$ cat src/rtl/gpnae_pkg.sv
// gpnae_pkg: shared opcodes, feeder states and default widths for the activation engine feeder
package gpnae_pkg;
  localparam int DATA_WIDTH_D     = 32;
  localparam int ADDR_LINES_D     = 5;
  localparam int CONTROL_WIDTH_D  = 2;
  localparam int RESULT_DEPTH_D   = 8;
  localparam int TIMEOUT_CYCLES_D = 4096;
  typedef enum logic [1:0] {
    OP_NONE    = 2'b00,
    OP_SELU    = 2'b01,
    OP_SIGMOID = 2'b10,
    OP_TANH    = 2'b11
  } op_t;
  typedef enum logic [1:0] {IDLE, LOAD, LAST, WAIT_DONE} feeder_state_t;
endpackage

$ cat src/rtl/gpnae_result_fifo.sv
// gpnae_result_fifo: synchronous result FIFO with registered pointers and occupancy count
module gpnae_result_fifo #(
  parameter int DATA_WIDTH = 32,
  parameter int DEPTH      = 8
) (
  input  logic                  clk_i,
  input  logic                  rst_i,
  input  logic                  push_i,
  input  logic [DATA_WIDTH-1:0] data_i,
  input  logic                  pop_i,
  output logic [DATA_WIDTH-1:0] data_o,
  output logic                  full_o,
  output logic                  empty_o
);
  localparam int AW = $clog2(DEPTH);
  logic [DATA_WIDTH-1:0] mem [DEPTH];
  logic [AW-1:0] wr_ptr, rd_ptr;
  logic [AW:0] count;
  logic do_push, do_pop;
  assign full_o  = count == (AW+1)'(DEPTH);
  assign empty_o = count == '0;
  assign do_push = push_i && !full_o;
  assign do_pop  = pop_i && !empty_o;
  assign data_o  = empty_o ? '0 : mem[rd_ptr];
  always_ff @(posedge clk_i) begin
    if (rst_i) begin
      wr_ptr <= '0;
      rd_ptr <= '0;
      count  <= '0;
    end else begin
      if (do_push) wr_ptr <= wr_ptr + AW'(1);
      if (do_pop) rd_ptr <= rd_ptr + AW'(1);
      count <= count + {{AW{1'b0}}, do_push} - {{AW{1'b0}}, do_pop};
    end
  end
  always_ff @(posedge clk_i)
    if (do_push) mem[wr_ptr] <= data_i;
endmodule

$ cat src/rtl/gpnae_feeder.sv
// gpnae_feeder: streams job terms into the activation engine and queues its results
module gpnae_feeder
  import gpnae_pkg::*;
#(
  parameter int DATA_WIDTH     = DATA_WIDTH_D,
  parameter int ADDR_LINES     = ADDR_LINES_D,
  parameter int CONTROL_WIDTH  = CONTROL_WIDTH_D,
  parameter int RESULT_DEPTH   = RESULT_DEPTH_D,
  parameter int TIMEOUT_CYCLES = TIMEOUT_CYCLES_D
) (
  input  logic                     clk_i,
  input  logic                     rst_i,
  input  logic                     start_i,
  input  logic [ADDR_LINES-1:0]    job_terms_i,
  input  logic [CONTROL_WIDTH-1:0] job_op_i,
  input  logic [DATA_WIDTH-1:0]    in_data_i,
  input  logic                     in_valid_i,
  output logic                     in_ready_o,
  output logic [DATA_WIDTH-1:0]    signal_o,
  output logic                     wr_en_o,
  output logic                     last_o,
  output logic [ADDR_LINES-1:0]    terms_o,
  output logic [CONTROL_WIDTH-1:0] control_word_o,
  input  logic                     full_i,
  input  logic [DATA_WIDTH-1:0]    result_i,
  input  logic                     done_i,
  output logic [DATA_WIDTH-1:0]    res_data_o,
  output logic                     res_valid_o,
  input  logic                     res_ready_i,
  output logic                     busy_o,
  output logic                     err_o,
  output logic [15:0]              jobs_done_o
);
  localparam int TW = $clog2(TIMEOUT_CYCLES + 1);
  feeder_state_t state, state_d;
  logic [ADDR_LINES-1:0] term_cnt;
  logic [TW-1:0] to_cnt;
  logic fifo_full, fifo_empty, push, pop, hs, idle_ok, reject, accept, timeout;
  assign in_ready_o  = state == LOAD && !full_i;
  assign hs          = in_ready_o && in_valid_i;
  assign res_valid_o = !fifo_empty;
  assign pop         = res_valid_o && res_ready_i;
  assign push        = state == WAIT_DONE && done_i;
  // a full result FIFO makes start_i invisible, including illegal requests
  assign idle_ok     = state == IDLE && start_i && !fifo_full;
  assign reject      = idle_ok && (job_terms_i == '0 || job_op_i == CONTROL_WIDTH'(OP_NONE));
  assign accept      = idle_ok && !reject;
  assign timeout     = state == WAIT_DONE && !done_i && to_cnt == TW'(TIMEOUT_CYCLES - 1);
  always_comb begin
    state_d = state;
    case (state)
      IDLE:      state_d = accept ? LOAD : IDLE;
      LOAD:      state_d = (hs && term_cnt == terms_o - ADDR_LINES'(1)) ? LAST : LOAD;
      LAST:      state_d = WAIT_DONE;
      WAIT_DONE: state_d = (push || timeout) ? IDLE : WAIT_DONE;
      default:   state_d = IDLE;
    endcase
  end
  always_ff @(posedge clk_i) begin
    if (rst_i) begin
      state          <= IDLE;
      term_cnt       <= '0;
      to_cnt         <= '0;
      signal_o       <= '0;
      wr_en_o        <= 1'b0;
      last_o         <= 1'b0;
      terms_o        <= '0;
      control_word_o <= '0;
      busy_o         <= 1'b0;
      err_o          <= 1'b0;
      jobs_done_o    <= '0;
    end else begin
      state    <= state_d;
      busy_o   <= state_d != IDLE;
      wr_en_o  <= hs;
      last_o   <= state == LAST;
      err_o    <= reject || timeout;
      term_cnt <= accept ? '0 : hs ? term_cnt + ADDR_LINES'(1) : term_cnt;
      to_cnt   <= state == WAIT_DONE ? to_cnt + TW'(1) : '0;
      if (hs) signal_o <= in_data_i;
      if (accept) begin
        terms_o        <= job_terms_i;
        control_word_o <= job_op_i;
      end
      if (push) jobs_done_o <= jobs_done_o + 16'd1;
    end
  end
  gpnae_result_fifo #(
    .DATA_WIDTH(DATA_WIDTH),
    .DEPTH     (RESULT_DEPTH)
  ) u_res_fifo (
    .clk_i  (clk_i),
    .rst_i  (rst_i),
    .push_i (push),
    .data_i (result_i),
    .pop_i  (pop),
    .data_o (res_data_o),
    .full_o (fifo_full),
    .empty_o(fifo_empty)
  );
endmodule

$ cat config.mk
export PLATFORM = sky130hd
export DESIGN_NAME = gpnae_feeder
export DESIGN_NICKNAME = d
export VERILOG_FILES = /design/src/rtl/gpnae_pkg.sv /design/src/rtl/gpnae_result_fifo.sv /design/src/rtl/gpnae_feeder.sv
export SDC_FILE = /design/constraint.sdc
export NUM_CORES = 1
export LEC_CHECK = 0
export CELL_PAD_IN_SITES_DETAIL_PLACEMENT = 0
export CELL_PAD_IN_SITES_GLOBAL_PLACEMENT = 2
export CORE_MARGIN = 10
export CORE_UTILIZATION = 38
export CTS_CLUSTER_SIZE = 24
export DETAILED_ROUTE_END_ITERATION = 7
export GPL_TIMING_DRIVEN = 0
export PLACE_DENSITY_LB_ADDON = 0.05
export SKIP_LAST_GASP = 1
export SLEW_MARGIN = 30
export SYNTH_ARGS = -nofsm -noshare
export SYNTH_HDL_FRONTEND = slang
export SYNTH_SLANG_ARGS = --single-unit
$ cat constraint.sdc
create_clock -name clk_i -period 4.2 [get_ports clk_i]
set_input_delay 0.63 -clock clk_i [delete_from_list [all_inputs] [get_ports clk_i]]
set_output_delay 0.63 -clock clk_i [all_outputs]
set_load 0.05 [all_outputs]
# --- Yosys cells after proc, flatten, opt, wreduce, memory -nomap -nowiden ---
# Memories as Yosys holds them, arrays and structs flattened. A register that Yosys moved wholly into a read port is not among the register bits.
# Index checks and enable logic that the tools add are counted.
# W data, S select, Z words.
totals:
  reg_bits: 89
  ramBits: 256
  out_inout_bits: 93
  word_cells: 67
  mem_count: 1
mem_list:
  columns: ["memory", "depth", "word_bits", "rd", "rd_clocked_by_memory_dff", "wr", "line_no", "rtl"]
  rows:
  - ["u_res_fifo.mem", 8, 32, 1, 1, 1, "gpnae_result_fifo.sv:16", "logic [DATA_WIDTH-1:0] mem [DEPTH];"]
classes:
  n_addsub: 8
  eq_ne: 6
  mux: 9
  bitwise: 1
  n_reduce_logical: 28
ops:
  columns: ["cell", "count"]
  rows:
  - ["$mux W32", 1]
  - ["$add A16 B1 Y16 const B", 1]
  - ["$add A13 B1 Y13 const B", 1]
  - ["$eq A13 B12 Y1 const B", 1]
  - ["$logic_and A1 B1 Y1", 13]
  - ["$pmux W2 S4", 1]
  - ["$add A3 B1 Y3 const B", 2]
  - ["$mux W3", 2]
  - ["$add A5 B1 Y5 const B", 1]
  - ["$eq A5 B5 Y1", 1]
  - ["$logic_not A1 Y1", 5]
  - ["$logic_not A5 Y1", 1]
  - ["$sub A5 B1 Y5 const B", 1]
  - ["$add A4 B1 Y4", 1]
  - ["$eq A2 B2 Y1 const B", 2]
  - ["$eq A4 B4 Y1 const B", 1]
  - ["$logic_not A2 Y1", 2]
  - ["$logic_not A4 Y1", 1]
  - ["$mux W2", 2]
  - ["$reduce_or A2 Y1", 2]
  - ["$sub A4 B1 Y4", 1]
  - ["$logic_or A1 B1 Y1", 3]
  - ["$mux W1", 3]
  - ["$eq A2 B1 Y1 const B", 1]
  - ["2 further kinds", 2]

# --- Longest topological paths before layout ---
# Gate-level depths: netlist of the first run.
depth:
  word_depth: 9
  mapped_depth: 14
  depth_no_buf: 12

# --- Cells and area by module ---
# Synthesis of the first run repeated with hierarchy kept, for this count alone.
hier_totals:
  cells_unflattened: 821
  area_unflattened_um2: 13449.1
modules_own_cells:
  columns: ["module", "n_inst", "cells_each", "area_per_inst_um2", "seq_area_each_um2"]
  rows:
  - ["gpnae_result_fifo", 1, 456, 10278.6, 7947.6]
  - ["gpnae_feeder", 1, 365, 3170.5, 1581.5]

# --- Worst setup path after synthesis of the first run ---
# Ideal clock, no wire load.
synth_timing:
  path_type: "in2reg"
  startpoint: "input done_i"
  endpoint: "memory u_res_fifo.mem[0][0], enable pin"
  setup_time_ns: 0.461
  t_arrival_ns: 3.408
  slack_ns: 0.331
  stages: 4
  path_cell_list: "nand3_4 -> a21oi_1 -> nand2b_1 -> nor3_1"
synth_via:
  elab_chain_cells: 4
synth_lines:
  columns: ["element", "line_no", "rtl"]
  rows:
  - ["from (decl)", "gpnae_feeder.sv:26", "input logic done_i,"]
  - ["$logic_and A1 B1 Y1", "gpnae_feeder.sv:43", "assign push = state == WAIT_DONE && done_i;"]
  - ["$logic_and A1 B1 Y1", "gpnae_result_fifo.sv:22", "assign do_push = push_i && !full_o;"]
  - ["net u_res_fifo.do_push", "gpnae_result_fifo.sv:19", "logic do_push, do_pop;"]
  - ["$mux W1", "gpnae_result_fifo.sv:37", "if (do_push) mem[wr_ptr] <= data_i;"]
  - ["$mux W1 (implied by the code)", "gpnae_result_fifo.sv:37", null]
  - ["to (decl)", "gpnae_result_fifo.sv:16", null]
# The timed path passes the listed nets, and every way through them passes these cells.

==> report_table.html, run 1 <==
<table>
<tr><th>Metric</th><th>Value</th></tr>
<tr><th colspan="2">Drt</th></tr>
<tr><td>Wire length the detailed router placed on met1</td><td>14400 um</td></tr>
<tr><td>Final routed wire length divided by cell count</td><td>20.7 um</td></tr>
<tr><td>Top Layer Used</td><td>met5</td></tr>
<tr><td>Total met2 wirelength after detailed routing</td><td>15100 um</td></tr>
<tr><td>Vias</td><td>7781</td></tr>
<tr><td>Total length of routed met3 wires</td><td>2510 um</td></tr>
<tr><td>First-pass DRT Iterations</td><td>4</td></tr>
<tr><td>Detailed router's first-iteration violation count</td><td>338</td></tr>
<tr><td>Total wire length</td><td>32500 um</td></tr>
<tr><td>Vias per cell</td><td>4.95</td></tr>
<tr><td>Detailed-route DRC error count</td><td>0</td></tr>
<tr><td>Remaining antenna violation count after routing</td><td>0</td></tr>
<tr><th colspan="2">STA</th></tr>
<tr><td>Post-route minimum period</td><td>4.02 ns</td></tr>
<tr><td>RSZ-0062 raised after global routing</td><td>false</td></tr>
<tr><td>Final Hold Violating Endpoints</td><td>0</td></tr>
<tr><td>Setup ws final</td><td>0.183 ns</td></tr>
<tr><td>Final-report setup violation count</td><td>0</td></tr>
<tr><td>Clock Skew</td><td>0.0321 ns</td></tr>
<tr><td>Slew at the pin closest to its max-slew limit</td><td>0.946 ns</td></tr>
<tr><td>Post-Route Setup TNS</td><td>0 ns</td></tr>
<tr><td>Max-Slew Margin vs Limit</td><td>37.0%</td></tr>
<tr><td>Final Slew Violations</td><td>0</td></tr>
<tr><td>Final period utilization</td><td>95.6%</td></tr>
<tr><td>Achievable Freq</td><td>249 MHz</td></tr>
<tr><th colspan="2">Critical path</th></tr>
<tr><td>Category of the critical setup timing path</td><td>register to output pin</td></tr>
<tr><td>Kind of start point of the critical path</td><td>register</td></tr>
<tr><td>Required time reported for the critical path endpoint</td><td>3.57 ns</td></tr>
<tr><td>Crit path max fanout</td><td>10</td></tr>
<tr><td>Cell chain of the critical path</td><td>clkbuf_1, clkbuf_1, mux4_2, mux2i_1, nor2_1, clkdlybuf4s50_1</td></tr>
<tr><td>Setup crit end kind</td><td>output pin</td></tr>
<tr><td>Highest cell delay on the worst timing path</td><td>0.86 ns</td></tr>
<tr><td>Cell occurring most often along the worst timing path</td><td>sky130_fd_sc_hd__clkbuf_1</td></tr>
<tr><td>Crit path max-delay cell type</td><td>sky130_fd_sc_hd__clkdlybuf4s50_1</td></tr>
<tr><td>Arrival time reported for the critical path endpoint</td><td>3.39 ns</td></tr>
<tr><th colspan="2">Clock network</th></tr>
<tr><td>Resize count post-CTS</td><td>0</td></tr>
<tr><td>Num CTS Buffers</td><td>39</td></tr>
<tr><td>Master cell of the clock root buffer</td><td>sky130_fd_sc_hd__clkbuf_16</td></tr>
<tr><td>Post-CTS Hold Buffers</td><td>0</td></tr>
<tr><td>CTS sink cnt</td><td>348</td></tr>
<tr><td>Number of post-CTS setup repair buffers</td><td>0</td></tr>
<tr><td>TritonCTS clock tree</td><td>done</td></tr>
<tr><td>Clock Pin Slew Worst Setup and Hold Paths</td><td>0.06 ns</td></tr>
<tr><td>Deepest level of the CTS H-tree</td><td>2</td></tr>
<tr><td>Max Root-Sink Buffers</td><td>3</td></tr>
<tr><td>Clk Latency, worst-skew pair</td><td>0.53 ns</td></tr>
<tr><th colspan="2">Placed design</th></tr>
<tr><td>Final estimated routing congestion in global placement</td><td>0.688</td></tr>
<tr><td>Placed Cells incl. Taps</td><td>1502</td></tr>
<tr><td>Estimated wirelength of the detail-placed design</td><td>22100 um</td></tr>
<tr><td>Quantity of I/O buffers inserted on ports</td><td>170</td></tr>
<tr><td>Post-placement setup slack</td><td>0.546 ns</td></tr>
<tr><th colspan="2">Logic synthesis</th></tr>
<tr><td>Post-Syn Area per Cell</td><td>15.8 sq um</td></tr>
<tr><td>Number of different library cells in the post-synthesis netlist</td><td>47</td></tr>
<tr><td>Number of enable flip-flop cells after synthesis</td><td>256</td></tr>
<tr><td>Predominant post-synthesis flop cell</td><td>sky130_fd_sc_hd__edfxtp_1</td></tr>
<tr><td>Seq/Total Area, Yosys</td><td>70.6%</td></tr>
<tr><td>Synth Net Count</td><td>945</td></tr>
<tr><td>Instance count of the mapped netlist</td><td>854</td></tr>
<tr><td>Share of synthesized flip-flops with an asynchronous set or reset</td><td>0%</td></tr>
<tr><td>Post-synthesis instance area</td><td>13500 sq um</td></tr>
<tr><td>Number of synthesized register bits</td><td>348</td></tr>
<tr><td>Yosys warning total</td><td>0</td></tr>
<tr><th colspan="2">Final layout</th></tr>
<tr><td>Final cell count without fillers</td><td>1573</td></tr>
<tr><td>Final Util</td><td>50.3%</td></tr>
<tr><td>Nets</td><td>1178</td></tr>
<tr><td>Share of final-layout standard cells stronger than drive strength 1</td><td>15.0%</td></tr>
<tr><td>Post-synthesis to final-layout area growth</td><td>29.8%</td></tr>
<tr><th colspan="2">GRT</th></tr>
<tr><td>Wire length of the first global-routing pass</td><td>50500 um</td></tr>
<tr><td>Pin count of the biggest net entering global routing</td><td>16</td></tr>
<tr><td>Aggregate global routing overflow</td><td>0</td></tr>
<tr><td>Total global routing track utilization</td><td>14.8%</td></tr>
<tr><td>Number of antenna violations at the first check in global routing</td><td>2</td></tr>
<tr><td>Via count of the first global-routing pass</td><td>8471</td></tr>
<tr><th colspan="2">Min path</th></tr>
<tr><td>Min-delay worst type</td><td>register to register</td></tr>
<tr><th colspan="2">Job</th></tr>
<tr><td>Max-cap check violation count</td><td>0</td></tr>
<tr><th colspan="2">Floorplan</th></tr>
<tr><td>Standard-cell row count</td><td>68</td></tr>
<tr><td>Core outline area</td><td>34800 sq um</td></tr>
<tr><td>Die Wd</td><td>208 um</td></tr>
<tr><td>Number of primary I/O pins</td><td>171</td></tr>
<tr><td>Area enclosed by the die boundary</td><td>43400 sq um</td></tr>
<tr><td>Die boundary height</td><td>208 um</td></tr>
<tr><td>Initial core utilization</td><td>38.8%</td></tr>
<tr><th colspan="2">Pwr</th></tr>
<tr><td>Leak pwr</td><td>5.57 nW</td></tr>
<tr><td>Power density cells</td><td>572 nW/um^2</td></tr>
<tr><td>Worst supply voltage drop on vdd</td><td>529 uV</td></tr>
<tr><td>Total power after layout</td><td>10.0 mW</td></tr>
<tr><th colspan="2">Run status</th></tr>
<tr><td>Outcome</td><td>finished, final reports clean</td></tr>
</table>
==> worst paths after layout <==
path,to,startpoint,slack [ns],cells past startpoint
max,res_data_o[6],register,0.18,6
min,signal_o[15],signal_o[15],0.45,2
max reg2reg,u_res_fifo.mem[1][16],state[0],1.35,7
min reg2reg,signal_o[15],signal_o[15],0.45,2
==> routing by layer <==
| metal | global-route usage, % | up-vias |
|---|---|---|
| met5 | 0 | - |
| met4 | 3.34 | 2 |
| met3 | 4.91 | 41 |
| met2 | 23.5 | 190 |
| met1 | 19.1 | 3843 |
| li1 | - | 3705 |
==> layout make-up <==
cell class / count / area (sq um)
inverter: 16 / 60.1
clock inverter: 19 / 209
timing repair buffer: 193 / 2130
sequential: 348 / 9530
fill: 2961 / 17300
multi-input combinational: 446 / 3780
antenna: 1 / 2.50
clock buffer: 52 / 1060
buffer: 43 / 175
tap: 455 / 569
==> registers in the layout, indices dropped and copies added (netlist names), 4 cells and up, named ones only <==
name,flops
jobs_done_o,16
signal_o,32
term_cnt,5
terms_o,5
to_cnt,13
u_res_fifo.count,4
u_res_fifo.mem,256
==> synth_stat cells (3+ instances only) <==
| cell type | number | area (sq um) |
|---|---|---|
| sky130_fd_sc_hd__a21oi_1 | 44 | 220 |
| sky130_fd_sc_hd__a22o_1 | 7 | 61.3 |
| sky130_fd_sc_hd__and3_1 | 3 | 18.8 |
| sky130_fd_sc_hd__buf_1 | 7 | 26.3 |
| sky130_fd_sc_hd__buf_2 | 8 | 40.0 |
| sky130_fd_sc_hd__clkbuf_1 | 29 | 109 |
| sky130_fd_sc_hd__dfxtp_1 | 92 | 1840 |
| sky130_fd_sc_hd__edfxtp_1 | 256 | 7690 |
| sky130_fd_sc_hd__ha_1 | 12 | 150 |
| sky130_fd_sc_hd__inv_1 | 16 | 60.1 |
| sky130_fd_sc_hd__mux2i_1 | 34 | 340 |
| sky130_fd_sc_hd__mux4_2 | 64 | 1440 |
| sky130_fd_sc_hd__nand2_1 | 83 | 312 |
| sky130_fd_sc_hd__nand2b_1 | 6 | 37.5 |
| sky130_fd_sc_hd__nand3_1 | 12 | 60.1 |
| sky130_fd_sc_hd__nand4_1 | 8 | 50.1 |
| sky130_fd_sc_hd__nor2_1 | 81 | 304 |
| sky130_fd_sc_hd__nor3_1 | 8 | 40.0 |
| sky130_fd_sc_hd__nor4_1 | 5 | 31.3 |
| sky130_fd_sc_hd__o31ai_1 | 5 | 37.5 |
| sky130_fd_sc_hd__or3_1 | 3 | 18.8 |
| sky130_fd_sc_hd__or4_1 | 6 | 45.0 |
| sky130_fd_sc_hd__xnor2_1 | 20 | 175 |
| sky130_fd_sc_hd__xor2_1 | 14 | 123 |
==> per-stage QoR <==
step           instance area [sq um]  hold slack (ns)
2_1_floorplan                  13500            0.430
3_3_place_gp                   15800            0.441
3_5_place_dp                   16200            0.449
4_1_cts                        17500            0.456
5_1_grt                        17500            0.474
6_report                       17500            0.454
==> cell families (layout without fill, tap and decap cells) <==
family / Yosys count / count (layout) / synth area share, %
and+or+nand+nor: 229 / 229 / 7.66
buffers and inverters: 60 / 323 / 1.74
DFF: 348 / 348 / 70.6
adders and majority gates: 13 / 13 / 1.26
xor gates and xnor gates: 34 / 34 / 2.21
other: 0 / 1 / 0
muxes: 98 / 98 / 13.2
AOI/OAI and AO/OA: 72 / 72 / 3.27
==> worst max-delay path, delay by kind of cell, from the launching register on <==
| family | cells | cell delay [ns] |
|---|---|---|
| buffers and inverters | 3 | 2.02 |
| and+or+nand+nor | 1 | 0.14 |
| muxes | 2 | 0.41 |
| DFF | 1 | 0.31 |
==> where the power goes <==
group	total, mW	leakage (nW)	switching (mW)	internal, mW
registers	3.81	3.04	0.0688	3.74
logic	2.86	1.91	1.75	1.11
clock network	3.34	0.614	1.32	2.02
total	10.0	5.57	3.14	6.87
==> placed cells by master, fill, tap and decap left out, types with 3 or more instances in the layout <==
cell                              synthesis  routed
sky130_fd_sc_hd__buf_16                   0      12
sky130_fd_sc_hd__nor4_1                   5       5
sky130_fd_sc_hd__bufinv_16                0       4
sky130_fd_sc_hd__nand3_1                 12      12
sky130_fd_sc_hd__nand4_1                  8       8
sky130_fd_sc_hd__clkbuf_2                 0       3
sky130_fd_sc_hd__clkdlybuf4s50_1          0     170
sky130_fd_sc_hd__xnor2_1                 20      20
sky130_fd_sc_hd__xor2_1                  14      14
sky130_fd_sc_hd__dfxtp_1                 92      92
sky130_fd_sc_hd__nor2_1                  81      75
sky130_fd_sc_hd__and3_1                   3       3
sky130_fd_sc_hd__buf_1                    7       7
sky130_fd_sc_hd__or4_1                    6       6
sky130_fd_sc_hd__or3_1                    3       3
sky130_fd_sc_hd__ha_1                    12      12
sky130_fd_sc_hd__a21oi_1                 44      44
sky130_fd_sc_hd__buf_4                    0       8
sky130_fd_sc_hd__inv_1                   16      16
sky130_fd_sc_hd__nor2_4                   0       6
sky130_fd_sc_hd__clkinv_2                 0       5
sky130_fd_sc_hd__clkinv_1                 0       6
sky130_fd_sc_hd__o31ai_1                  5       5
sky130_fd_sc_hd__buf_2                    8       8
sky130_fd_sc_hd__mux2i_1                 34      34
sky130_fd_sc_hd__edfxtp_1               256     256
sky130_fd_sc_hd__mux4_2                  64      64
sky130_fd_sc_hd__clkbuf_16                0      40
sky130_fd_sc_hd__nor3_2                   1       3
sky130_fd_sc_hd__nor3_1                   8       6
sky130_fd_sc_hd__a22o_1                   7       7
sky130_fd_sc_hd__nand2_1                 83      83
sky130_fd_sc_hd__nand2b_1                 6       6
sky130_fd_sc_hd__buf_6                    0       3
sky130_fd_sc_hd__clkbuf_1                29      36
No activity file was read; power rests on OpenSTA's default activity.
==> run 2, diff against run 1 <==
CTS_BUF_LIST = sky130_fd_sc_hd__clkbuf_8   (was unset)
MAX_ROUTING_LAYER = met4   (was unset)
==> run 2 against run 1 <==
  * Hold slack worse by 0.0012 ns
  * Utilization is 0.58 points lower
  * Flip-flop and latch count stayed put
  * Register-to-register slack worse by 0.03 ns
  * Largest cell class unchanged
==> report_table.html, run 2 (same netlist as run 1, synthesis figures left out) <==
<table>
<tr><th>Metric</th><th>Value</th></tr>
<tr><th colspan="2">Critical path</th></tr>
<tr><td>Capture point of the worst reg-to-reg path</td><td>u_res_fifo.mem[1][16] (unchanged)</td></tr>
<tr><td>Kind of start point of the critical path</td><td>register (unchanged)</td></tr>
<tr><td>Crit path max-delay cell type</td><td>sky130_fd_sc_hd__clkdlybuf4s50_1 (unchanged)</td></tr>
<tr><td>Cell chain of the critical path</td><td>buf_2, mux4_2, mux2i_1, nor2_1, clkdlybuf4s50_1 (was clkbuf_1, clkbuf_1, mux4_2, mux2i_1, nor2_1, clkdlybuf4s50_1)</td></tr>
<tr><td>Required time reported for the critical path endpoint</td><td>3.57 ns (about the same)</td></tr>
<tr><td>Arrival time reported for the critical path endpoint</td><td>3.35 ns (was 3.39 ns)</td></tr>
<tr><td>Launch instance of the worst register-to-register path</td><td>state[0] (unchanged)</td></tr>
<tr><td>Category of the critical setup timing path</td><td>register to output pin (unchanged)</td></tr>
<tr><td>Crit path max fanout</td><td>10 (unchanged)</td></tr>
<tr><td>Worst reg-to-reg path cell count</td><td>7 (unchanged)</td></tr>
<tr><td>Highest cell delay on the worst timing path</td><td>0.80 ns (was 0.86 ns)</td></tr>
<tr><td>Register-to-register setup slack</td><td>1.32 ns (was 1.35 ns)</td></tr>
<tr><td>Crit path buf inv count</td><td>2 (was 3)</td></tr>
<tr><td>Setup crit end kind</td><td>output pin (unchanged)</td></tr>
<tr><td>Kind of cell with the highest combined delay on the critical path</td><td>buffers and inverters (unchanged)</td></tr>
<tr><th colspan="2">Pwr</th></tr>
<tr><td>Worst supply voltage drop on vdd</td><td>473 uV (was 529 uV)</td></tr>
<tr><td>Leak pwr</td><td>5.57 nW (about the same)</td></tr>
<tr><td>Power density cells</td><td>543 nW/um^2 (was 572 nW/um^2)</td></tr>
<tr><th colspan="2">GRT</th></tr>
<tr><td>Number of antenna violations at the first check in global routing</td><td>2 (unchanged)</td></tr>
<tr><td>Met3 Use GR</td><td>4.61% (was 4.91%)</td></tr>
<tr><td>Met2 track utilization from global routing</td><td>23.7% (was 23.5%)</td></tr>
<tr><td>Total global routing track utilization</td><td>15.3% (was 14.8%)</td></tr>
<tr><td>Pin count of the biggest net entering global routing</td><td>16 (unchanged)</td></tr>
<tr><td>Via count of the first global-routing pass</td><td>8671 (was 8471)</td></tr>
<tr><td>Busiest grt layer</td><td>met2 (unchanged)</td></tr>
<tr><td>Met1 Track Usage GR</td><td>19.2% (was 19.1%)</td></tr>
<tr><td>Aggregate global routing overflow</td><td>0 (unchanged)</td></tr>
<tr><td>Wire length of the first global-routing pass</td><td>50900 um (was 50500 um)</td></tr>
<tr><th colspan="2">Floorplan</th></tr>
<tr><td>Die Wd</td><td>208 um (unchanged)</td></tr>
<tr><td>Initial core utilization</td><td>38.8% (unchanged)</td></tr>
<tr><td>Core outline area</td><td>34800 sq um (unchanged)</td></tr>
<tr><td>Standard-cell row count</td><td>68 (unchanged)</td></tr>
<tr><td>Die boundary height</td><td>208 um (unchanged)</td></tr>
<tr><td>Number of primary I/O pins</td><td>171 (unchanged)</td></tr>
<tr><td>Area enclosed by the die boundary</td><td>43400 sq um (unchanged)</td></tr>
<tr><th colspan="2">Placed design</th></tr>
<tr><td>Final estimated routing congestion in global placement</td><td>0.695 (was 0.688)</td></tr>
<tr><td>Quantity of I/O buffers inserted on ports</td><td>170 (unchanged)</td></tr>
<tr><td>Estimated wirelength of the detail-placed design</td><td>22100 um (unchanged)</td></tr>
<tr><td>Placed Cells incl. Taps</td><td>1502 (unchanged)</td></tr>
<tr><th colspan="2">STA</th></tr>
<tr><td>Final period utilization</td><td>94.8% (was 95.6%)</td></tr>
<tr><td>Clock Skew</td><td>0.0196 ns (was 0.0321 ns)</td></tr>
<tr><td>Post-route minimum period</td><td>3.98 ns (was 4.02 ns)</td></tr>
<tr><td>Final Hold Violating Endpoints</td><td>0 (unchanged)</td></tr>
<tr><td>Final-report setup violation count</td><td>0 (unchanged)</td></tr>
<tr><td>Max-Slew Margin vs Limit</td><td>37.9% (was 37.0%)</td></tr>
<tr><td>RSZ-0062 raised after global routing</td><td>false (unchanged)</td></tr>
<tr><td>Slew at the pin closest to its max-slew limit</td><td>0.931 ns (was 0.946 ns)</td></tr>
<tr><td>Worst hold slack</td><td>0.453 ns (was 0.454 ns)</td></tr>
<tr><td>Final Slew Violations</td><td>0 (unchanged)</td></tr>
<tr><td>Achievable Freq</td><td>251 MHz (was 249 MHz)</td></tr>
<tr><th colspan="2">Drt</th></tr>
<tr><td>Detailed-route DRC error count</td><td>0 (unchanged)</td></tr>
<tr><td>Remaining antenna violation count after routing</td><td>0 (unchanged)</td></tr>
<tr><td>Vias per cell</td><td>4.90 (was 4.95)</td></tr>
<tr><td>Final routed wire length divided by cell count</td><td>20.4 um (was 20.7 um)</td></tr>
<tr><td>Detailed router's first-iteration violation count</td><td>308 (was 338)</td></tr>
<tr><td>First-pass DRT Iterations</td><td>4 (unchanged)</td></tr>
<tr><td>Vias</td><td>7890 (was 7781)</td></tr>
<tr><td>Total wire length</td><td>32800 um (was 32500 um)</td></tr>
<tr><th colspan="2">Clock network</th></tr>
<tr><td>Deepest level of the CTS H-tree</td><td>2 (unchanged)</td></tr>
<tr><td>Num CTS Buffers</td><td>57 (was 39)</td></tr>
<tr><td>TritonCTS clock tree</td><td>done (unchanged)</td></tr>
<tr><td>Master cell of the clock root buffer</td><td>sky130_fd_sc_hd__clkbuf_8 (was sky130_fd_sc_hd__clkbuf_16)</td></tr>
<tr><td>Max Root-Sink Buffers</td><td>3 (unchanged)</td></tr>
<tr><td>Clock Pin Slew Worst Setup and Hold Paths</td><td>0.06 ns (about the same)</td></tr>
<tr><td>CTS sink cnt</td><td>348 (unchanged)</td></tr>
<tr><td>Clk Latency, worst-skew pair</td><td>0.59 ns (was 0.53 ns)</td></tr>
<tr><td>Number of post-CTS setup repair buffers</td><td>0 (unchanged)</td></tr>
<tr><th colspan="2">Run status</th></tr>
<tr><td>Outcome</td><td>finished, final reports clean (unchanged)</td></tr>
<tr><th colspan="2">Final layout</th></tr>
<tr><td>Top register by number of flip-flops</td><td>u_res_fifo.mem (unchanged)</td></tr>
<tr><td>Nets</td><td>1196 (was 1178)</td></tr>
<tr><td>Share of final-layout standard cells stronger than drive strength 1</td><td>16.0% (was 15.0%)</td></tr>
<tr><td>Footprint of the multi-input gates</td><td>3780 sq um (unchanged)</td></tr>
<tr><td>Number of flip-flops in the largest register</td><td>256 (unchanged)</td></tr>
<tr><td>Most frequent cells in the layout</td><td>sky130_fd_sc_hd__edfxtp_1 (256), sky130_fd_sc_hd__clkdlybuf4s50_1 (170), sky130_fd_sc_hd__dfxtp_1 (92), sky130_fd_sc_hd__nand2_1 (83), sky130_fd_sc_hd__nor2_1 (75) (unchanged)</td></tr>
<tr><td>Fill cell total of the finished layout</td><td>3009 (was 2961)</td></tr>
<tr><td>Most common library cell in the layout ignoring fill and taps</td><td>sky130_fd_sc_hd__edfxtp_1 (unchanged)</td></tr>
<tr><td>Sequential Area</td><td>9530 sq um (unchanged)</td></tr>
<tr><td>Largest registers in the final layout</td><td>u_res_fifo.mem: 256 flops, signal_o: 32 flops, jobs_done_o: 16 flops (unchanged)</td></tr>
<tr><td>Post-synthesis to final-layout area growth</td><td>28.3% (was 29.8%)</td></tr>
<tr><td>Final cell count without fillers</td><td>1610 (was 1573)</td></tr>
<tr><th colspan="2">Min path</th></tr>
<tr><td>Worst hold path endpoint</td><td>signal_o[1] (was signal_o[15])</td></tr>
<tr><td>Min-delay worst type</td><td>register to register (unchanged)</td></tr>
<tr><td>Hold Path Depth</td><td>2 (unchanged)</td></tr>
<tr><td>Critical hold path startpoint</td><td>signal_o[1] (was signal_o[15])</td></tr>
<tr><th colspan="2">Job</th></tr>
<tr><td>Max-cap check violation count</td><td>0 (unchanged)</td></tr>
</table>
run 2: changes by cell type in the layout (fill, tap and decap cells not counted), moves of 3 or more:
cell,before,now
sky130_fd_sc_hd__clkinv_1,6,19
sky130_fd_sc_hd__clkbuf_1,36,24
sky130_fd_sc_hd__clkbuf_8,1,57
sky130_fd_sc_hd__inv_1,16,35
sky130_fd_sc_hd__clkbuf_16,40,0
sky130_fd_sc_hd__clkinv_2,5,8
sky130_fd_sc_hd__clkbuf_2,3,6
run 2: per-layer routing:
layer  vias to the layer above  routed length [um]
met3                        46                2200
met2                       194               15300
met5                         -                   0
met1                      3910               14700
met4                         0                 575
li1                       3740                   -
run 2: what timing repair did:
item / CTS / global route
gates resized for setup: 3 / 6
hold buffers: 0 / 0
setup endpoints to repair: 25 / 19
run 2: worst max-delay path by stage:
stage	slack (ns)	endpoint	startpoint	cells after the start
floorplan	0.33	u_res_fifo.mem[0][0]	done_i	4
global placement	-3.04	u_res_fifo.mem[0][10]	done_i	5
detailed placement	0.55	u_res_fifo.mem[1][17]	done_i	8
CTS	-0.02	res_data_o[25]	register	6
global route	0.001	res_data_o[27]	register	5
finish	0.22	res_data_o[27]	register	5
run 2: worst register-to-register path: cells and delay by family (launching register included):
family	cells	cell delay [ns]
AOI/OAI and AO/OA	1	0.38
buffers and inverters	3	0.58
DFF	1	0.54
and+or+nand+nor	3	1.10
run 2: final cells by class:
cell class | count | area share (%)
antenna | 2 | 0.0289
timing repair buffer | 193 | 12.3
buffer | 43 | 1.06
sequential | 348 | 55.1
tap | 455 | 3.29
inverter | 16 | 0.347
clock inverter | 50 | 1.55
multi-input combinational | 446 | 21.8
clock buffer | 57 | 4.53
run 2: metrics by stage:
| stage | total power, mW | setup TNS, ns | area (sq um) | setup slack (ns) | utilization, % |
|---|---|---|---|---|---|
| 2_1_floorplan | 5.83 | 0 | 13500 | 0.331 | - |
| 3_3_place_gp | 6.81 | -420.94 | 15800 | -3.04 | 45.3 |
| 3_5_place_dp | 6.81 | 0 | 16200 | 0.546 | 46.7 |
| 4_1_cts | 9.57 | -0.0231 | 17300 | -0.0194 | 49.7 |
| 5_1_grt | 9.87 | 0 | 17300 | 0.00112 | 49.7 |
| 6_report | 9.40 | 0 | 17300 | 0.220 | 49.7 |
run 2: where the power goes:
part	total, mW	internal, mW	switching [mW]
sequential	3.81	3.74	0.0683
combinational	2.86	1.11	1.75
clock	2.72	1.40	1.33
==> run 3, diff against run 2 <==
CORE_UTILIZATION = 37   (was 38)
clock period = 3.4 ns   (was 4.2 ns; I/O delays follow)
==> run 3 against run 2 <==
  * Final area rose by 0.65%
  * Cell count did not move
  * Flip-flop and latch count did not move
  * Setup slack got worse by 0.077 ns
  * Clock skew rose by 0.0099 ns
  * Clock-buffer cell count rose by 2
  * Critical endpoint is now res_data_o[23]
  * Highest routed layer unchanged
==> report_table.html, run 3 (same netlist as run 1, synthesis figures left out) <==
<table>
<tr><th>Metric</th><th>Value</th></tr>
<tr><th colspan="2">Run status</th></tr>
<tr><td>Outcome</td><td>finished, final reports clean (unchanged)</td></tr>
<tr><th colspan="2">Job</th></tr>
<tr><td>Max-cap check violation count</td><td>0 (unchanged)</td></tr>
<tr><th colspan="2">Pwr</th></tr>
<tr><td>Net Switching</td><td>3.91 mW (was 3.15 mW)</td></tr>
<tr><td>Switching share of power</td><td>33.0% (was 33.5%)</td></tr>
<tr><td>Leak pwr</td><td>5.68 nW (was 5.57 nW)</td></tr>
<tr><td>Worst supply voltage drop on vdd</td><td>267 uV (was 473 uV)</td></tr>
<tr><td>Total power after layout</td><td>11.8 mW (was 9.40 mW)</td></tr>
<tr><td>Internal power contribution</td><td>7.93 mW (was 6.25 mW)</td></tr>
<tr><td>Combinational fraction of design power</td><td>28.5% (was 30.5%)</td></tr>
<tr><td>Power share of the clock group</td><td>31.6% (was 29.0%)</td></tr>
<tr><td>Power density cells</td><td>680 nW/um^2 (was 543 nW/um^2)</td></tr>
<tr><td>Sequential group share of total power</td><td>39.9% (was 40.6%)</td></tr>
<tr><th colspan="2">Final layout</th></tr>
<tr><td>Share of final-layout standard cells stronger than drive strength 1</td><td>16.6% (was 16.0%)</td></tr>
<tr><td>Fill cell total of the finished layout</td><td>3210 (was 3009)</td></tr>
<tr><td>Most common library cell in the layout ignoring fill and taps</td><td>sky130_fd_sc_hd__edfxtp_1 (unchanged)</td></tr>
<tr><td>Post-synthesis to final-layout area growth</td><td>29.1% (was 28.3%)</td></tr>
<tr><td>Sequential Area</td><td>9530 sq um (about the same)</td></tr>
<tr><td>Footprint of the multi-input gates</td><td>3790 sq um (was 3780 sq um)</td></tr>
<tr><td>Nets</td><td>1192 (was 1196)</td></tr>
<tr><td>Final design instance area without fill</td><td>17400 sq um (was 17300 sq um)</td></tr>
<tr><td>Final cell count without fillers</td><td>1610 (unchanged)</td></tr>
<tr><td>Most frequent cells in the layout</td><td>sky130_fd_sc_hd__edfxtp_1 (256), sky130_fd_sc_hd__clkdlybuf4s50_1 (138), sky130_fd_sc_hd__dfxtp_1 (90), sky130_fd_sc_hd__nand2_1 (83), sky130_fd_sc_hd__nor2_1 (75) (was sky130_fd_sc_hd__edfxtp_1 (256), sky130_fd_sc_hd__clkdlybuf4s50_1 (170), sky130_fd_sc_hd__dfxtp_1 (92), sky130_fd_sc_hd__nand2_1 (83), sky130_fd_sc_hd__nor2_1 (75))</td></tr>
<tr><td>Largest registers in the final layout</td><td>u_res_fifo.mem: 256 flops, signal_o: 32 flops, jobs_done_o: 16 flops (unchanged)</td></tr>
<tr><td>Top register by number of flip-flops</td><td>u_res_fifo.mem (unchanged)</td></tr>
<tr><td>Final Util</td><td>48.7% (was 49.7%)</td></tr>
<tr><td>Number of flip-flops in the largest register</td><td>256 (unchanged)</td></tr>
<tr><th colspan="2">Critical path</th></tr>
<tr><td>Crit path max-delay cell type</td><td>sky130_fd_sc_hd__dfxtp_2 (was sky130_fd_sc_hd__clkdlybuf4s50_1)</td></tr>
<tr><td>Kind of start point of the critical path</td><td>register (unchanged)</td></tr>
<tr><td>Highest cell delay on the worst timing path</td><td>0.53 ns (was 0.80 ns)</td></tr>
<tr><td>Crit path max fanout</td><td>10 (unchanged)</td></tr>
<tr><td>Cell chain of the critical path</td><td>buf_4, mux4_2, mux2i_1, nor2_1, dlygate4sd2_1 (was buf_2, mux4_2, mux2i_1, nor2_1, clkdlybuf4s50_1)</td></tr>
<tr><td>Required time reported for the critical path endpoint</td><td>2.89 ns (was 3.57 ns)</td></tr>
<tr><td>Category of the critical setup timing path</td><td>register to output pin (unchanged)</td></tr>
<tr><td>Launch instance of the worst register-to-register path</td><td>u_res_fifo.count[2] (was state[0])</td></tr>
<tr><td>Setup crit end kind</td><td>output pin (unchanged)</td></tr>
<tr><td>Arrival time reported for the critical path endpoint</td><td>2.75 ns (was 3.35 ns)</td></tr>
<tr><th colspan="2">STA</th></tr>
<tr><td>Final Slew Violations</td><td>0 (unchanged)</td></tr>
<tr><td>Max-Slew Margin vs Limit</td><td>50.2% (was 37.9%)</td></tr>
<tr><td>Final period utilization</td><td>95.8%</td></tr>
<tr><td>Slew at the pin closest to its max-slew limit</td><td>0.740 ns (was 0.931 ns)</td></tr>
<tr><td>Final-report setup violation count</td><td>0 (unchanged)</td></tr>
<tr><td>RSZ-0062 raised after global routing</td><td>true (was false)</td></tr>
<tr><td>Clock Skew</td><td>0.0296 ns (was 0.0196 ns)</td></tr>
<tr><td>Final Hold Violating Endpoints</td><td>0 (unchanged)</td></tr>
<tr><td>Achievable Freq</td><td>307 MHz</td></tr>
<tr><td>Post-route minimum period</td><td>3.26 ns</td></tr>
<tr><th colspan="2">Drt</th></tr>
<tr><td>Total wire length</td><td>33200 um (was 32800 um)</td></tr>
<tr><td>Detailed router's first-iteration violation count</td><td>390 (was 308)</td></tr>
<tr><td>Vias</td><td>7921 (was 7890)</td></tr>
<tr><td>Vias per cell</td><td>4.92 (was 4.90)</td></tr>
<tr><td>First-pass DRT Iterations</td><td>4 (unchanged)</td></tr>
<tr><td>Detailed-route DRC error count</td><td>0 (unchanged)</td></tr>
<tr><td>Remaining antenna violation count after routing</td><td>0 (unchanged)</td></tr>
<tr><td>Final routed wire length divided by cell count</td><td>20.6 um (was 20.4 um)</td></tr>
<tr><th colspan="2">Clock network</th></tr>
<tr><td>Master cell of the clock root buffer</td><td>sky130_fd_sc_hd__clkbuf_8 (unchanged)</td></tr>
<tr><td>Num CTS Buffers</td><td>58 (was 57)</td></tr>
<tr><td>Max Root-Sink Buffers</td><td>3 (unchanged)</td></tr>
<tr><td>TritonCTS clock tree</td><td>done (unchanged)</td></tr>
<tr><td>Clk Latency, worst-skew pair</td><td>0.61 ns (was 0.59 ns)</td></tr>
<tr><td>Post-CTS Hold Buffers</td><td>0 (unchanged)</td></tr>
<tr><td>Clock Pin Slew Worst Setup and Hold Paths</td><td>0.06 ns (about the same)</td></tr>
<tr><td>Deepest level of the CTS H-tree</td><td>2 (unchanged)</td></tr>
<tr><td>CTS sink cnt</td><td>348 (unchanged)</td></tr>
<tr><th colspan="2">Min path</th></tr>
<tr><td>Min-delay worst type</td><td>input pin to register (was register to register)</td></tr>
<tr><td>Critical hold path startpoint</td><td>in_data_i[26] (was signal_o[1])</td></tr>
<tr><th colspan="2">GRT</th></tr>
<tr><td>Wire length of the first global-routing pass</td><td>50900 um (about the same)</td></tr>
<tr><td>Number of antenna violations at the first check in global routing</td><td>1 (was 2)</td></tr>
<tr><td>Total global routing track utilization</td><td>15.4% (was 15.3%)</td></tr>
<tr><td>Aggregate global routing overflow</td><td>0 (unchanged)</td></tr>
<tr><td>Via count of the first global-routing pass</td><td>8446 (was 8671)</td></tr>
<tr><td>Pin count of the biggest net entering global routing</td><td>17 (was 16)</td></tr>
<tr><th colspan="2">Floorplan</th></tr>
<tr><td>Die boundary height</td><td>211 um (was 208 um)</td></tr>
<tr><td>Core outline area</td><td>35700 sq um (was 34800 sq um)</td></tr>
<tr><td>Initial core utilization</td><td>37.7% (was 38.8%)</td></tr>
<tr><td>Die Wd</td><td>211 um (was 208 um)</td></tr>
<tr><td>Number of primary I/O pins</td><td>171 (unchanged)</td></tr>
<tr><td>Standard-cell row count</td><td>69 (was 68)</td></tr>
<tr><td>Area enclosed by the die boundary</td><td>44500 sq um (was 43400 sq um)</td></tr>
<tr><th colspan="2">Placed design</th></tr>
<tr><td>Quantity of I/O buffers inserted on ports</td><td>170 (unchanged)</td></tr>
<tr><td>Final estimated routing congestion in global placement</td><td>0.683 (was 0.695)</td></tr>
<tr><td>Estimated wirelength of the detail-placed design</td><td>22200 um (was 22100 um)</td></tr>
<tr><td>Placed Cells incl. Taps</td><td>1504 (was 1502)</td></tr>
<tr><td>Total cell area at the placement stage</td><td>16200 sq um (about the same)</td></tr>
</table>
[run 3: cell count changes in the layout (fill, tap and decap cells not counted), sizes merged]
cell,previous run,this run
bufinv,2,6
clkdlybuf4s15,0,3
inv,36,32
diode,2,1
clkdlybuf4s50,170,138
clkinv,28,25
clkinvlp,0,1
clkbuf,89,86
buf,34,31
dlygate4sd2,0,32
[run 3: area by class of cell]
type | count | area share, %
timing repair buffer | 189 | 11.8
inverter | 16 | 0.345
clock inverter | 48 | 2.10
buffer | 42 | 1.29
tap | 461 | 3.31
sequential | 348 | 54.7
multi-input combinational | 446 | 21.8
clock buffer | 59 | 4.66
antenna | 1 | 0.0144
[run 3: path summary, 6_finish.rpt]
kind                                       endpoint  slack (ns)  cells past startpoint
worst min-delay path                   signal_o[26]        0.45                      3
worst min register to register         signal_o[13]        0.46                      2
worst max-delay path                 res_data_o[23]        0.14                      5
worst max register to register  u_res_fifo.count[2]        0.67                     14
[run 3: through the flow]
stage	hold WS [ns]	TNS, ns	setup WS (ns)
2_1_floorplan	0.430	0	0.519
3_3_place_gp	0.441	-478.65	-1.96
3_5_place_dp	0.449	-1.14	-0.142
4_1_cts	0.390	-0.0105	-0.0105
5_1_grt	0.418	-0.0281	-0.0171
6_report	0.445	0	0.143
[run 3: timing repair]
action | 4_1_cts | 5_1_grt
gates resized for setup | 55 | 2
buffers inserted | 0 | 0
endpoints found under the setup margin | 32 | 2
[run 3: power by group through the flow]
stage               sequential [mW]  clock, mW  combinational (mW)
floorplan                      4.86          0                2.34
global placement               4.77          0                3.64
detailed placement             4.77          0                3.65
CTS                            4.73       3.89                3.45
global route                   4.74       4.08                3.62
finish                         4.72       3.74                3.37
[run 3: critical path: cells and delay by family (launching register included)]
family                 cells  cell delay (ns)
buffers and inverters      2             0.76
DFF                        1             0.53
muxes                      2             0.78
and+or+nand+nor            1             0.07
[run 3: per-layer routing]
layer | routed length (um) | GRT usage [%] | share of wire [%] | vias up
met3 | 2270 | 4.67 | 6.8 | 61
met1 | 14700 | 19.5 | 44 | 3908
met4 | 726 | 4.72 | 2.2 | 0
li1 | - | - | - | 3741
met2 | 15500 | 23.4 | 47 | 211
met5 | 0 | - | 0 | -
